### config.mk
export PLATFORM = sky130hd
export DESIGN_NAME = bakery_gen
export DESIGN_NICKNAME = d
export VERILOG_FILES = /design/src/rtl/bakery_pkg.sv /design/src/rtl/bakery_tkmax.sv /design/src/rtl/bakery_gen.sv
export SDC_FILE = /design/constraint.sdc
export NUM_CORES = 1
export LEC_CHECK = 0
export ABC_AREA = 1
export BUFFER_PORTS_ARGS = -buffer_cell sky130_fd_sc_hd__buf_4
export CORE_MARGIN = 2
export CORE_UTILIZATION = 55
export DETAILED_ROUTE_END_ITERATION = 8
export PLACE_DENSITY = 0.73
export SLEW_MARGIN = 20
export SYNTH_ARGS = -nofsm -noshare
export SYNTH_HDL_FRONTEND = slang
export SYNTH_SLANG_ARGS = --single-unit
### constraint.sdc
create_clock -name clock -period 4.05 [get_ports clock]
set_input_delay 0.405 -clock clock [delete_from_list [all_inputs] [get_ports clock]]
set_output_delay 0.405 -clock clock [all_outputs]
set_load 0.05 [all_outputs]
### src/rtl/bakery_pkg.sv
// Shared types and helpers for the bakery mutual-exclusion model.
package bakery_pkg;

  typedef enum logic [3:0] {
    L1, L2, L3, L4, L5, L6, L7, L8, L9, L10, L11
  } loc_t;

  // Upper bounds on process count and ticket width for the generic max helper.
  localparam int MAXN = 16;
  localparam int MAXW = 16;

  // Largest ticket value representable in tkw bits.
  function automatic int tkmax_f(input int tkw);
    return (1 << tkw) - 1;
  endfunction

  // Unsigned max of the first n tickets, each packed at a MAXW-bit stride.
  function automatic logic [MAXW-1:0] tk_max_f(input logic [MAXN*MAXW-1:0] flat,
                                               input int n);
    logic [MAXW-1:0] m;
    m = '0;
    for (int i = 0; i < MAXN; i++) begin
      if (i < n && flat[i*MAXW +: MAXW] > m) m = flat[i*MAXW +: MAXW];
    end
    return m;
  endfunction

endpackage

### src/rtl/bakery_tkmax.sv
// Combinational unsigned max over a flattened ticket vector.
module bakery_tkmax
  import bakery_pkg::*;
#(
  parameter int NPROC = 3,
  parameter int TKW   = 4
) (
  input  logic [NPROC*TKW-1:0] tickets,
  output logic [TKW-1:0]       tkmax
);

  logic [MAXN*MAXW-1:0] wide;

  // Re-pack tickets at the helper's fixed stride, zero-extended.
  always_comb begin
    wide = '0;
    for (int i = 0; i < NPROC; i++) wide[i*MAXW +: TKW] = tickets[i*TKW +: TKW];
  end

  assign tkmax = TKW'(tk_max_f(wide, NPROC));

endmodule

### src/rtl/bakery_gen.sv
// Overflow-guarded bakery mutual-exclusion model, one process stepped per clock.
// Optional macro BAKERY_MUTEX_CHECK_EN adds the sticky mutex_err monitor.
//
// state | meaning
// L1    | set choosing
// L2    | take ticket = max+1, held here while max is saturated
// L3    | clear choosing
// L4    | j = 0
// L5    | loop test: more processes to scan, else enter
// L6    | wait while process j is choosing
// L7    | wait while process j has priority
// L8    | j = j + 1
// L9    | critical section
// L10   | release ticket
// L11   | remainder section
module bakery_gen
  import bakery_pkg::*;
#(
  parameter int NPROC = 3,
  parameter int TKW   = 4,
  parameter int SELW  = 2
) (
  input  logic             clock,
  input  logic             reset,
  input  logic [SELW-1:0]  select,
  input  logic             pause,
  output logic [SELW-1:0]  sel_q,
  output logic [NPROC-1:0] crit,
  output logic             wrap_stall,
  output logic             mutex_err
);

  localparam logic [TKW-1:0] TKMAX = TKW'(tkmax_f(TKW));

  loc_t            pc       [NPROC];
  logic [TKW-1:0]  ticket   [NPROC];
  logic [SELW-1:0] j        [NPROC];
  logic [NPROC-1:0] choosing;

  logic [SELW-1:0]      sel_c, k;
  loc_t                 pc_s, pc_nx;
  logic [TKW-1:0]       tk_s, tk_nx, tk_k, tk_max;
  logic [SELW-1:0]      j_s, j_nx;
  logic                 ch_s, ch_nx, ch_k, stall_nx;
  logic [NPROC*TKW-1:0] tk_flat;

  bakery_tkmax #(.NPROC(NPROC), .TKW(TKW)) u_tkmax (
    .tickets (tk_flat),
    .tkmax   (tk_max)
  );

  // Gather the stepped process's state and the state of its scan target k = j.
  always_comb begin
    sel_c   = (select >= SELW'(NPROC)) ? '0 : select;
    pc_s    = L1;
    tk_s    = '0;
    j_s     = '0;
    ch_s    = 1'b0;
    tk_k    = '0;
    ch_k    = 1'b0;
    tk_flat = '0;
    for (int p = 0; p < NPROC; p++) begin
      tk_flat[p*TKW +: TKW] = ticket[p];
      if (SELW'(p) == sel_c) begin
        pc_s = pc[p];
        tk_s = ticket[p];
        j_s  = j[p];
        ch_s = choosing[p];
      end
    end
    k = j_s;
    for (int i = 0; i < NPROC; i++) begin
      if (SELW'(i) == k) begin
        tk_k = ticket[i];
        ch_k = choosing[i];
      end
    end
  end

  // Next state of the stepped process.
  always_comb begin
    pc_nx    = pc_s;
    tk_nx    = tk_s;
    j_nx     = j_s;
    ch_nx    = ch_s;
    stall_nx = 1'b0;
    case (pc_s)
      L1:  begin ch_nx = 1'b1; pc_nx = L2; end
      L2: begin
        if (tk_max == TKMAX) stall_nx = 1'b1;
        else begin
          tk_nx = tk_max + 1'b1;
          pc_nx = L3;
        end
      end
      L3:  begin ch_nx = 1'b0; pc_nx = L4; end
      L4:  begin j_nx = '0; pc_nx = L5; end
      L5:  pc_nx = (j_s <= SELW'(NPROC-1)) ? L6 : L9;
      L6:  if (!ch_k) pc_nx = L7;
      L7:  if (!((tk_k != '0) && ((tk_k < tk_s) || ((tk_k == tk_s) && (k < sel_c)))))
             pc_nx = L8;
      L8:  begin j_nx = j_s + 1'b1; pc_nx = L5; end
      L9:  if (!pause) pc_nx = L10;
      L10: begin tk_nx = '0; pc_nx = L11; end
      L11: if (!pause) pc_nx = L1;
      default: pc_nx = L1;
    endcase
  end

  // State register: only the selected process is updated.
  always_ff @(posedge clock) begin
    if (reset) begin
      for (int p = 0; p < NPROC; p++) begin
        pc[p]     <= L1;
        ticket[p] <= '0;
        j[p]      <= '0;
      end
      choosing   <= '0;
      sel_q      <= '0;
      wrap_stall <= 1'b0;
    end else begin
      for (int p = 0; p < NPROC; p++) begin
        if (SELW'(p) == sel_c) begin
          pc[p]       <= pc_nx;
          ticket[p]   <= tk_nx;
          j[p]        <= j_nx;
          choosing[p] <= ch_nx;
        end
      end
      sel_q      <= sel_c;
      wrap_stall <= stall_nx;
    end
  end

  // Critical-section occupancy decoded from registered pc.
  always_comb begin
    for (int p = 0; p < NPROC; p++) crit[p] = (pc[p] == L9);
  end

`ifdef BAKERY_MUTEX_CHECK_EN
  // Sticky flag: two or more processes ever seen in the critical section.
  always_ff @(posedge clock) begin
    if (reset) mutex_err <= 1'b0;
    else if ($countones(crit) > 1) mutex_err <= 1'b1;
  end
`else
  assign mutex_err = 1'b0;
`endif

endmodule
==> run metrics <==
pre-CTS setup slack=0.4286 ns; CTS tree=done; Required @ worst endpoint=4.07 ns; Clk Latency, worst-skew pair=0.29 ns; post-CTS setup buffer count=0; layout cells sized above 1=10.38%; sequential area share after synthesis=41.42%; All-Layer GR Usage=23.78%; internal power=0.0007466 W; critical hold path startpoint=reset; final setup fails=0; RSZ-0062 raised after global routing=false; # DRC=0; Port Buf Inserts=10; Crit path arrival time=3.50 ns; CP Launch Type=flip-flop; total wire length=5485 microns; Antenna Cells=0; Pleak=1.255 nW; area grow syn2layout=7.665%; first-pass GRT wire length=9149 microns; initial core utilization=57.00%; #FFs+latches synth=36; WL/cell=14.82 microns; critical path type=reg2reg; initial antenna violation count=0; HPWL Detailed=4192 microns; WL met2=2453 microns; Unique masters post-synth=41; Max-Cap Viols=0; Worst Tran Pin Value=0.5111 ns; setup TNS=0 ns; Longest Clk Path Bufs=2; Reg-to-Reg Start=ticket[0][3]; Die H=70.95 microns; Reg2Reg Depth=22; top layer in use=met4; CP Max Fanout=6; I/O pin count=12; number of global-route vias before repair=1,899; Final Skew=0.01197 ns; post-detailed-route count of antenna-violating nets=0; H-tree level count=2; number of gates resized after CTS=0; clock sink count=36; Synth async-reset ratio=0%; HP Class=in2reg; met3 wire len=449 microns; largest net degree at the start of global routing=24; outcome=finished, final reports clean; Worst setup EP type=flip-flop; period utilization=86.01%; Synth warnings=0; Mapped Area=2465 sq um; DIE AREA=5033 sq um; root buf cell=clkbuf_8; hold path depth=2; Clk pin slew, worst setup/hold paths=0.07 ns; filler instances=371; total power=0.001241 W; Mapped Nets=330; Post-synth EDFFs=30; First-pass DRT Iterations=5; Post-Synthesis Mean Instance Area=8.082 sq um; RD Place Congestion=0.9422; CTS Hold Bufs=0; worst hold slack=0.3332 ns; Flop pwr share=39.0%; Final Hold Viols=0; fmax=287.1 MHz; Slew Viols, Final=0; Slew HR=65.85%; VDD IR max=306.6 uV; die width=70.95 microns; via count=2,088; power density relative to cell area=467.7 nW/um^2; sw power=0.0004946 W; prevailing post-synth register cell=edfxtp_1; r2r endpoint=pc[0][9]; Clock Power Share=19.3%; Comb power frac=41.7%; GRT Residual Overflow=0; fin nets=342; most frequent cells in the layout=nand2_1 (69), inv_1 (42), edfxtp_1 (30); core area=4324 sq um; Syn Inst Count=305; Starting DRT DRC Count=306; setup slack, reg-to-reg=0.57 ns; WHS Endpoint=wrap_stall; FP Rows=24; CTS Buf Count=5; Sw Share=39.85%; most common cell after layout, fill and taps aside=nand2_1; Worst Slack Setup Final=0.5668 ns; DR vias/cell=5.643; Tmin final=3.483 ns; M1 WL=2460 microns
-- final cells by class --
class                   count  area [sq um]  share of cell area, %
clock buffers               7         76.32                  2.876
clock inverters             1         3.754                 0.1414
inverters                  47         176.4                  6.648
multi-input cells         217          1236                  46.58
flip-flops and latches     36          1021                  38.47
well taps                  52         65.06                  2.452
repair buffers             10         75.07                  2.829
-- per-stage QoR --
stage,instance area [sq um],cells,util [%]
after detailed placement,2574,362,59.52
after global routing,2654,370,61.37
after global placement,2574,362,59.52
after floorplan,2465,305,-
final,2654,370,61.37
after CTS,2654,370,61.37
-- worst max-delay path by stage --
stage,startpoint,endpoint,slack (ns)
6_report,ticket[0][3],pc[0][9],0.57
5_1_grt,ticket[0][3],ticket[0][11],0.12
4_1_cts,ticket[0][5],pc[0][9],0.57
3_5_place_dp,select[0],pc[0][8],0.43
3_3_place_gp,select[0],pc[0][8],0.41
2_1_floorplan,ticket[0][7],pc[0][1],1.00
-- critical path: stages, from the launching register on --
cell      delay [ns]
edfxtp_1        0.39
inv_1           0.14
ha_1            0.26
nand2_1         0.07
inv_1           0.04
nand3_1         0.16
nand2_1         0.15
nand2_1         0.11
nand2_1         0.06
ha_1            0.31
nand2_1         0.05
o21bai_1        0.14
nand2_1         0.05
nand2_1         0.12
inv_1           0.16
nand2_1         0.09
nand2_1         0.11
ha_1            0.25
nand3_1         0.12
nor2_1          0.10
nor2_1          0.06
nor3_1          0.14
nor2_1          0.12
-- cells in the mapped netlist (4+ instances only) --
cell type / count / area [sq um]
inv_2: 4 / 15.01
inv_1: 42 / 157.7
nor2_1: 29 / 108.9
dfxtp_1: 6 / 120.1
a21oi_1: 21 / 105.1
o21ai_0: 12 / 60.06
nand2_1: 69 / 259.0
a31oi_1: 4 / 25.02
o22ai_1: 5 / 31.28
nand3_1: 24 / 120.1
edfxtp_1: 30 / 900.9
ha_1: 20 / 250.2
-- routing by layer --
layer / track usage (%) / vias to the layer above
met4: 8.595 / 0
met1: 34.08 / 931
met2: 36.03 / 93
met3: 4.843 / 11
met5: 0 / -
li1: - / 1053
-- state kept, by name (all words and copies together) (netlist names) --
register and count:
choosing 3, j 6, pc 12, sel_q 2
ticket 12, wrap_stall 1
-- kinds of logic after synthesis --
family / Yosys count / share of synthesized area [%]
flops: 36 / 41.42
compound gates: 53 / 13.05
simple gates: 143 / 26.80
fa+ha+maj: 20 / 10.15
other cells: 1 / 0.1521
buf+inv: 52 / 8.426
-- power groups by stage --
stage               clock network, W  logic (W)  registers [W]
floorplan                          0   0.000409       0.000483
global placement                   0   0.000510       0.000490
detailed placement                 0   0.000513       0.000491
CTS                         0.000243   0.000515       0.000483
global route                0.000257   0.000594       0.000488
finish                      0.000239   0.000518       0.000484
(Power assumes the default switching activity.)
